--- config.mk ---
export PLATFORM = sky130hd
export DESIGN_NAME = uart_tx_mmio
export DESIGN_NICKNAME = d
export VERILOG_FILES = /design/src/rtl/uart_tx_mmio.sv
export SDC_FILE = /design/constraint.sdc
export NUM_CORES = 1
export LEC_CHECK = 0
export ABC_CLOCK_PERIOD_IN_PS = 10500
export CAP_MARGIN = 20
export CORE_MARGIN = 2
export CORE_UTILIZATION = 50
export CTS_BUF_LIST = sky130_fd_sc_hd__clkbuf_8
export CTS_CLUSTER_DIAMETER = 120
export DETAILED_ROUTE_END_ITERATION = 6
export PLACE_DENSITY = 0.8
export SLEW_MARGIN = 20
export SYNTH_ARGS = -nofsm -noshare
export SYNTH_HDL_FRONTEND = slang
export SYNTH_SLANG_ARGS = --single-unit
--- constraint.sdc ---
create_clock -name clk -period 10.5 [get_ports clk]
set_input_delay 2.1 -clock clk [delete_from_list [all_inputs] [get_ports clk]]
set_output_delay 2.1 -clock clk [all_outputs]
set_load 0.1 [all_outputs]
--- src/rtl/uart_tx_mmio.sv ---
// Memory-mapped 8N1 UART transmitter on the picorv32 native bus.
// A byte FIFO feeds a baud-timed serialiser; a level irq flags "drained and idle".
module uart_tx_mmio #(
  parameter logic [31:0] BASE       = 32'h0010_0010,
  parameter int unsigned FIFO_DEPTH = 8,
  parameter logic [15:0] DIV_RESET  = 16'd868
) (
  input  logic        clk,
  input  logic        reset,
  input  logic        mem_valid,
  input  logic [31:0] mem_addr,
  input  logic [31:0] mem_wdata,
  input  logic [3:0]  mem_wstrb,
  output logic        mem_ready,
  output logic [31:0] mem_rdata,
  output logic        tx,
  output logic        irq_tx
);

  localparam int unsigned AW = (FIFO_DEPTH > 1) ? $clog2(FIFO_DEPTH) : 1;
  localparam int unsigned CW = AW + 1;
  localparam logic [CW-1:0] FULL_CNT = CW'(FIFO_DEPTH);

  localparam logic [1:0] OFF_DATA   = 2'd0;
  localparam logic [1:0] OFF_STATUS = 2'd1;
  localparam logic [1:0] OFF_CTRL   = 2'd2;
  localparam logic [1:0] OFF_DIV    = 2'd3;

  typedef enum logic [1:0] {IDLE, START, DATA, STOP} state_t;

  state_t          state;
  logic [7:0]      shreg;
  logic [2:0]      bit_cnt;
  logic [15:0]     baud_cnt;
  logic [15:0]     period;

  logic            ctrl_txen;
  logic            ctrl_irqen;
  logic [15:0]     div_q;
  logic            ovf;

  logic [7:0]      fifo_mem [FIFO_DEPTH];
  logic [AW-1:0]   wr_ptr;
  logic [AW-1:0]   rd_ptr;
  logic [CW-1:0]   count;

  logic            sel_c, acc_c, wr_c, rd_c;
  logic [1:0]      reg_off_c;
  logic            push_c, push_ok_c, pop_c;
  logic            full_c, empty_c, busy_c;
  logic [7:0]      fifo_head_c;
  logic [15:0]     div_eff_c;
  logic            bit_end_c;
  logic [31:0]     status_c;
  logic [31:0]     rdata_c;
  logic            unused_c;

  // Bus decode: an access is taken only on the cycle before the ready pulse.
  assign sel_c     = mem_valid && (mem_addr[31:4] == BASE[31:4]);
  assign acc_c     = sel_c && !mem_ready;
  assign wr_c      = acc_c && (mem_wstrb != 4'b0000);
  assign rd_c      = acc_c && (mem_wstrb == 4'b0000);
  assign reg_off_c = mem_addr[3:2];

  assign full_c      = (count == FULL_CNT);
  assign empty_c     = (count == CW'(0));
  assign busy_c      = (state != IDLE);
  assign fifo_head_c = fifo_mem[rd_ptr];

  assign push_c    = wr_c && (reg_off_c == OFF_DATA) && mem_wstrb[0];
  assign pop_c     = (state == IDLE) && ctrl_txen && !empty_c;
  assign push_ok_c = push_c && (!full_c || pop_c);

  assign div_eff_c = (div_q == 16'd0) ? 16'd1 : div_q;
  assign bit_end_c = (baud_cnt == period - 16'd1);

  assign status_c = {24'b0, 4'(count), ovf, empty_c, full_c, busy_c};

  assign unused_c = ^{mem_addr[1:0], mem_wdata[31:16], mem_wstrb[3:2]};

  always_comb begin
    rdata_c = 32'b0;
    case (reg_off_c)
      OFF_STATUS: rdata_c = status_c;
      OFF_CTRL:   rdata_c = {30'b0, ctrl_irqen, ctrl_txen};
      OFF_DIV:    rdata_c = {16'b0, div_q};
      default:    rdata_c = 32'b0;
    endcase
  end

  // Registered bus response.
  always_ff @(posedge clk or posedge reset) begin
    if (reset) begin
      mem_ready <= 1'b0;
      mem_rdata <= 32'b0;
    end else begin
      mem_ready <= sel_c && !mem_ready;
      mem_rdata <= rd_c ? rdata_c : 32'b0;
    end
  end

  // Control, divisor and sticky overflow flag.
  always_ff @(posedge clk or posedge reset) begin
    if (reset) begin
      ctrl_txen  <= 1'b0;
      ctrl_irqen <= 1'b0;
      div_q      <= DIV_RESET;
      ovf        <= 1'b0;
    end else begin
      if (push_c && full_c && !pop_c) begin
        ovf <= 1'b1;
      end else if (wr_c && (reg_off_c == OFF_STATUS) && mem_wstrb[0] && mem_wdata[3]) begin
        ovf <= 1'b0;
      end
      if (wr_c && (reg_off_c == OFF_CTRL) && mem_wstrb[0]) begin
        ctrl_txen  <= mem_wdata[0];
        ctrl_irqen <= mem_wdata[1];
      end
      if (wr_c && (reg_off_c == OFF_DIV)) begin
        if (mem_wstrb[0]) div_q[7:0]  <= mem_wdata[7:0];
        if (mem_wstrb[1]) div_q[15:8] <= mem_wdata[15:8];
      end
    end
  end

  // FIFO pointers and occupancy; power-of-two depth lets pointers wrap naturally.
  always_ff @(posedge clk or posedge reset) begin
    if (reset) begin
      wr_ptr <= '0;
      rd_ptr <= '0;
      count  <= '0;
    end else begin
      if (push_ok_c) wr_ptr <= wr_ptr + AW'(1);
      if (pop_c)     rd_ptr <= rd_ptr + AW'(1);
      case ({push_ok_c, pop_c})
        2'b10:   count <= count + CW'(1);
        2'b01:   count <= count - CW'(1);
        default: count <= count;
      endcase
    end
  end

  always_ff @(posedge clk) begin
    if (push_ok_c) fifo_mem[wr_ptr] <= mem_wdata[7:0];
  end

  // Serialiser: tx is registered alongside the state so line level tracks the state.
  always_ff @(posedge clk or posedge reset) begin
    if (reset) begin
      state    <= IDLE;
      tx       <= 1'b1;
      shreg    <= 8'h00;
      bit_cnt  <= 3'd0;
      baud_cnt <= 16'd0;
      period   <= 16'd1;
    end else begin
      case (state)
        IDLE: begin
          tx <= 1'b1;
          if (pop_c) begin
            shreg    <= fifo_head_c;
            state    <= START;
            tx       <= 1'b0;
            baud_cnt <= 16'd0;
            period   <= div_eff_c;
          end
        end
        START: begin
          if (bit_end_c) begin
            state    <= DATA;
            tx       <= shreg[0];
            shreg    <= {1'b0, shreg[7:1]};
            bit_cnt  <= 3'd0;
            baud_cnt <= 16'd0;
            period   <= div_eff_c;
          end else begin
            baud_cnt <= baud_cnt + 16'd1;
          end
        end
        DATA: begin
          if (bit_end_c) begin
            baud_cnt <= 16'd0;
            period   <= div_eff_c;
            if (bit_cnt == 3'd7) begin
              state <= STOP;
              tx    <= 1'b1;
            end else begin
              bit_cnt <= bit_cnt + 3'd1;
              tx      <= shreg[0];
              shreg   <= {1'b0, shreg[7:1]};
            end
          end else begin
            baud_cnt <= baud_cnt + 16'd1;
          end
        end
        STOP: begin
          if (bit_end_c) begin
            state    <= IDLE;
            baud_cnt <= 16'd0;
          end else begin
            baud_cnt <= baud_cnt + 16'd1;
          end
        end
        default: begin
          state <= IDLE;
          tx    <= 1'b1;
        end
      endcase
    end
  end

  always_ff @(posedge clk or posedge reset) begin
    if (reset) begin
      irq_tx <= 1'b0;
    end else begin
      irq_tx <= ctrl_irqen && empty_c && (state == IDLE);
    end
  end

endmodule

==> metrics, run 1 <==
status finished clean; final hold slack 510 ps; initial antenna violation count 0; largest net degree at the start of global routing 64; drt initial violations 303; TritonCTS clock tree done; Syn-to-layout area delta 16.0%; Syn Area/Cell between 10 and 15 µm²; Yosys reg bits between 150 and 200; core region area approximately 15000 µm²; CP Data Required Time about 11000 ps; Worst Setup EP fifo_mem[4][1]; worst r2r dst fifo_mem[4][1]; Setup Buffers After CTS 0; hold_buf cts 0; final global-route overflow total 0; I/O pins between 100 and 150; Main synth FF type dfrtp_1; flop-to-flop setup slack 6700 ps; Initial Util approximately 50%; dpl ws ~4500 ps; final setup violating endpoints 0; CP Launch Point mem_addr[6]; largest family of logic cells by synthesized area multiplexers; Reg2Reg Depth 9; CP bufs+invs 3; critical path depth in cells 9; Detailed Routing Iterations Pass 1 6; Worst path max stage delay between 600 and 700 ps; Syn. warnings 0; Worst path top cell family by delay simple AND/OR/NAND/NOR gates; maximum clock rate between 0.15 and 0.2 GHz; adder-cell share of the synthesized area around 2.3%; ys async rst share 59.2%; Synth cell types 60; worst min path class reg -> reg; CP cell instances clkdlybuf4s50_1, or4_1, nor4_1, nand2_1, or4_1, inv_1, nand2_1, nor3_1, buf_4; most frequent cells after synthesis dfrtp_1, edfxtp_1, mux2_2; H-tree Lvls 4; dominant cell type by area after synthesis dfrtp_1; synthesized area 7490 µm²; WL/cell around 18 µm; multiplexer share of the synthesized area about 15%; Slew headroom 32.9%; CTS root buf clkbuf_8; Final Max Tran Viols 0; clk_lat worst skew between 400 and 500 ps; CP startpoint kind input port; CTS Sinks between 150 and 200; Hold Crit Depth 1; Tmin final between 5000 and 6000 ps; Worst Tran Pin Value about 1000 ps; Final Wtd Congestion 0.854; WP data arrival 5680 ps; Post-Synth XOR/XNOR Area between 3 and 4%; share of cells above drive strength 1 18.7%; drt drc 0; Final WS setup between 5000 and 6000 ps; Yosys top cell area share between 20 and 30%; total track usage approximately 19%; vias in the first global route a little under 5000; Power Total 1.16 mW; Worst-path clk slew around 90 ps; skew final 8.65 ps; number of flops mapped to enable cells by yosys between 60 and 70; Die X around 130 µm; post-synthesis simple-gate area fraction about an eighth; register area share after synthesis approximately 57%; Vias/cell approximately 5.7; crit share post-route roughly 52%; PortBufs 71; Post-Synthesis Cells 572; HPWL after DPL about 10 mm; ANT cells 0; fillers between 1000 and 1500; die height roughly 130 µm; Crit-path slowest cell or4_1; CP endpoint kind flip-flop; Peak VDD IR between 0.1 and 0.15 mV; DRT antenna net count 0; r2r startpoint mem_ready; Die Area between 15000 and 20000 µm²; maximum capacitance violations 0; Power Density between 100 and 150 nW/µm²; Detailed Route WL 14.8 mm; global-route wire length before repair between 20 and 25 mm; area of the multi-input gates 3000 µm²; Placed Area 8300 µm²; routed via count 4799; CTS max path bufs 2; setup TNS 0 ps; Final Hold Vio Count 0; Crit Path Category in -> reg; post-synthesis compound-gate area fraction approximately 6.0%; Design Area, Final just under 9000 µm²; worst-path fanout max 9; post-CTS sizing 0; total CTS buffers 17; # nets final 729; RSZ-0062 raised after global routing false; most common cell in the netlist dfrtp_1; sequential cell area about 4300 µm²; Synth area leaders dfrtp_1, edfxtp_1, mux2_2; LEAKAGE roughly 3.6 nW; num rows 44
## placed cells by master (no fill, tap or decap), drive strengths merged, types with 3 or more instances in the layout
master,Yosys,routed
ha,12,12
clkbuf,13,17
a41oi,4,4
conb,1,16
a31oi,14,14
nor2,30,30
clkinv,0,5
and3,12,12
nand2b,13,13
o2bb2ai,3,3
a21oi,19,19
and2,11,11
nor3b,5,5
xor2,10,10
clkdlybuf4s50,0,71
nor2b,3,3
dfrtp,86,86
mux2,47,47
nand2,32,32
dfstp,7,7
nand4,3,3
nor4b,4,4
or4,6,6
nor4,15,15
o31ai,3,3
or3,3,3
edfxtp,64,64
nor3,12,12
o21ai,15,15
mux2i,23,23
inv,10,18
buf,28,9
xnor2,18,18
mux4,16,16
nand3,11,11
## stage by stage
step / utilization [%] / instances
6_report: 59.5 / 842
5_1_grt: 59.5 / 842
4_1_cts: 59.5 / 842
3_5_place_dp: 56.9 / 810
3_3_place_gp: 56.9 / 810
2_1_floorplan: - / 587
## state kept, by name, summed over array words and instances (netlist names), 3 cells and up
signal and cells:
mem_rdata 16, rd_ptr 3, count 4, baud_cnt 16, div_q 16, bit_cnt 3
wr_ptr 3, period 16, fifo_mem 64, shreg 8
## cell families (layout without fill, tap and decap cells)
logic type,Yosys count,after routing
adders and majority gates,13,13
AOI/OAI and AO/OA,69,69
muxes,86,86
and+or+nand+nor,167,167
other,1,16
buffers and inverters,51,122
DFF,157,157
xor gates and xnor gates,28,28
## report_power, final
group / leakage [nW] / switching (mW) / internal [mW]
Clock: 0.192 / 0.254 / 0.176
Sequential: 1.84 / 0.00604 / 0.650
Combinational: 1.54 / 0.0449 / 0.0272
Total: 3.57 / 0.305 / 0.853
## worst register-to-register path, delay by kind of cell (launching register included)
| kind | cells | cell delay [ps] |
|---|---|---|
| and+or+nand+nor | 7 | 2690 |
| buffers and inverters | 2 | 430 |
| DFF | 1 | 390 |
## per-layer routing
metal | up-vias | global-route usage (%) | wire [µm] | share of wire, %
li1 | 2241 | - | - | -
met1 | 2372 | 25.3 | 6340 | 43
met2 | 160 | 32.0 | 7360 | 50
met3 | 26 | 4.13 | 785 | 5.3
met4 | 0 | 7.82 | 298 | 2.0
met5 | - | 0 | 0 | 0
## final cells by class
| type | count | share of cell area, % |
|---|---|---|
| sequential | 157 | 49.0 |
| multi-input combinational | 379 | 34.5 |
| timing repair buffer | 80 | 8.96 |
| clock buffer | 17 | 2.69 |
| tap | 184 | 2.65 |
| clock inverter | 15 | 1.71 |
| inverter | 10 | 0.446 |
## worst min path at each step
stage	from	slack [ps]	end
finish	shreg[4]	510	shreg[4]
global route	shreg[4]	540	shreg[4]
CTS	shreg[4]	520	shreg[4]
detailed placement	shreg[4]	490	shreg[4]
global placement	shreg[6]	490	shreg[6]
floorplan	ovf	470	ovf
Power figures use the tool's default switching activity.
==> inputs of run 2 (changes only) <==
--- a/config.mk
+++ b/config.mk
@@ -5,14 +5,14 @@
 export SDC_FILE = /design/constraint.sdc
 export NUM_CORES = 1
 export LEC_CHECK = 0
-export ABC_CLOCK_PERIOD_IN_PS = 10500
+export ABC_CLOCK_PERIOD_IN_PS = 5050
 export CAP_MARGIN = 20
 export CORE_MARGIN = 2
 export CORE_UTILIZATION = 50
 export CTS_BUF_LIST = sky130_fd_sc_hd__clkbuf_8
 export CTS_CLUSTER_DIAMETER = 120
 export DETAILED_ROUTE_END_ITERATION = 6
-export PLACE_DENSITY = 0.8
+export PLACE_DENSITY = 0.83
 export SLEW_MARGIN = 20
 export SYNTH_ARGS = -nofsm -noshare
 export SYNTH_HDL_FRONTEND = slang
==> constraint.sdc (replaced) <==
create_clock -name clk -period 5.05 [get_ports clk]
set_input_delay 1.01 -clock clk [delete_from_list [all_inputs] [get_ports clk]]
set_output_delay 1.01 -clock clk [all_outputs]
set_load 0.1 [all_outputs]
==> metrics, run 2 (same netlist as run 1, synthesis figures left out) <==
Combinational Power Share 6.3% (about the same); Detailed Routing Iterations Pass 1 5 (-1); Crit Path Category in -> reg; crit share post-route between 70% and 80%; status finished clean; vias in the first global route 4871 (-0.35%); cell total after placement 812 (+0.25%); Die Area 16000 µm² (unchanged); worst r2r dst period[2]; CTS Sinks 157 (unchanged); ANT cells 0 (unchanged); Initial Util 51.3% (unchanged); CP endpoint kind flip-flop; Slew headroom 33.7% (+0.80 points); routed via count 4858 (+1.2%); Setup Buffers After CTS 0 (unchanged); initial antenna violation count 0 (unchanged); CP startpoint kind input port; fin util 59.5% (-0.060 points); maximum clock rate about 0.26 GHz; WP data arrival 3950 ps (-1730 ps); total track usage 19.7% (+0.30 points); Placed Area 8320 µm² (+0.18%); Detailed Route WL 15.1 mm (+2.2%); Reg2Reg Depth 10 (+1); largest net degree at the start of global routing 51 (-20%); Vias/cell 5.76 (+0.99%); final setup violating endpoints 0 (unchanged); dpl ws 786 ps (-3710 ps); post-CTS sizing 0 (unchanged); RSZ-0062 raised after global routing false; hold_buf cts 0 (unchanged); flop-to-flop setup slack 1460 ps (-5240 ps); final hold slack 517 ps (+7.06 ps); global-route wire length before repair 24.7 mm (+1.8%); Hold Crit Depth 2 (+1); core region area 14600 µm² (unchanged); PortBufs 71 (unchanged); Final WS setup 1260 ps (-3750 ps); CTS root buf clkbuf_8; Die X 126 µm (unchanged); Worst path top cell family by delay simple AND/OR/NAND/NOR gates; share of cells above drive strength 1 18.9% (+0.25 points); maximum capacitance violations 0 (unchanged); Sw Share 25.5% (-0.88 points); leading cell type in the layout, fill and taps excluded dfrtp_1; WL/cell 17.9 µm (+2.0%); Worst-path clk slew 90 ps (about the same); fin cells 844 (+0.24%); WHS Endpoint ovf; Final Hold Vio Count 0 (unchanged); Power Density 274 nW/µm² (+110%); # nets final 731 (+0.27%); die height 126 µm (unchanged); most frequent cells in the layout dfrtp_1, clkdlybuf4s50_1, edfxtp_1; HPWL after DPL 10.7 mm (+3.0%); sw power 605 µW (+98%); I/O pins 106 (unchanged); number of flip-flops in the largest register 64 (unchanged); Design Area, Final 8680 µm² (-0.10%); worst min path class reg -> reg; CP Data Required Time 5210 ps (-5470 ps); Clk pwr share 36.3% (-0.8 points); num rows 44 (unchanged); Tmin final 3790 ps; Sequential Power Share 57.4% (+0.8 points); drt initial violations 437 (+44%); skew final 17.0 ps (+8.36 ps); DRT antenna net count 0 (unchanged); Worst Tran Pin Value 992 ps (-12.0 ps); Crit-path slowest cell or4_1; CP cell instances clkdlybuf4s50_1, or4_1, nor4_1, buf_4, nand2_1, or4_1, inv_1, nand2_1, nor3b_1, buf_4; hold wc startpoint ovf; LEAKAGE 3.57 nW (about the same); setup TNS 0 ps (unchanged); Final Wtd Congestion 0.872 (+2.1%); Largest Register fifo_mem; Power Total 2.38 mW (+110%); Syn-to-layout area delta 15.9%; CTS max path bufs 2 (unchanged); TritonCTS clock tree done; total CTS buffers 17 (unchanged); Worst path max stage delay 690 ps (about the same); r2r startpoint period[0]; CP bufs+invs 4 (+1); worst-path fanout max 9 (unchanged); clk_lat worst skew 460 ps (about the same); Peak VDD IR 0.236 mV (+110%); final global-route overflow total 0 (unchanged); Final Max Tran Viols 0 (unchanged); internal power 1.77 mW (+110%); H-tree Lvls 4 (unchanged); drt drc 0 (unchanged)
## run 2: final cells by class
class / count / area [µm²]
sequential: 157 / 4260
clock inverter: 14 / 111
multi-input combinational: 379 / 3000
fill: 1066 / 5910
timing repair buffer: 82 / 793
inverter: 10 / 38.8
tap: 184 / 230
clock buffer: 18 / 248
## run 2: power by group through the flow
stage | clock network (mW) | registers, mW | logic (mW)
floorplan | 0 | 1.39 | 0.101
global placement | 0 | 1.39 | 0.146
detailed placement | 0 | 1.39 | 0.152
CTS | 0.874 | 1.36 | 0.152
global route | 0.924 | 1.37 | 0.161
finish | 0.863 | 1.36 | 0.150
## run 2: worst max path at each step
stage | from | to | slack [ps] | depth (start not counted)
4_1_cts | mem_addr[6] | fifo_mem[5][1] | 1270 | 10
3_3_place_gp | mem_addr[6] | count[2] | 910 | 8
2_1_floorplan | mem_addr[6] | fifo_mem[2][0] | 970 | 6
3_5_place_dp | mem_addr[6] | fifo_mem[5][6] | 790 | 10
5_1_grt | mem_addr[5] | fifo_mem[5][6] | 1010 | 11
6_report | mem_addr[6] | fifo_mem[5][6] | 1260 | 10
## run 2: per-layer routing
metal | part of all wire [%] | global-route usage [%]
met1 | 43 | 25.3
met2 | 51 | 33.1
met3 | 4.0 | 3.63
met4 | 2.0 | 8.21
met5 | 0 | 0
## run 2: worst reg2reg max path: stages, from the launching register on
cell and delay [ps]:
dfstp_2 570, inv_1 60, ha_1 270, o21ba_2 220, a221oi_1 290, a41oi_1 80, or4_4 570, nor3_4 290
nand2_2 140, a22o_1 550, mux2_4 420
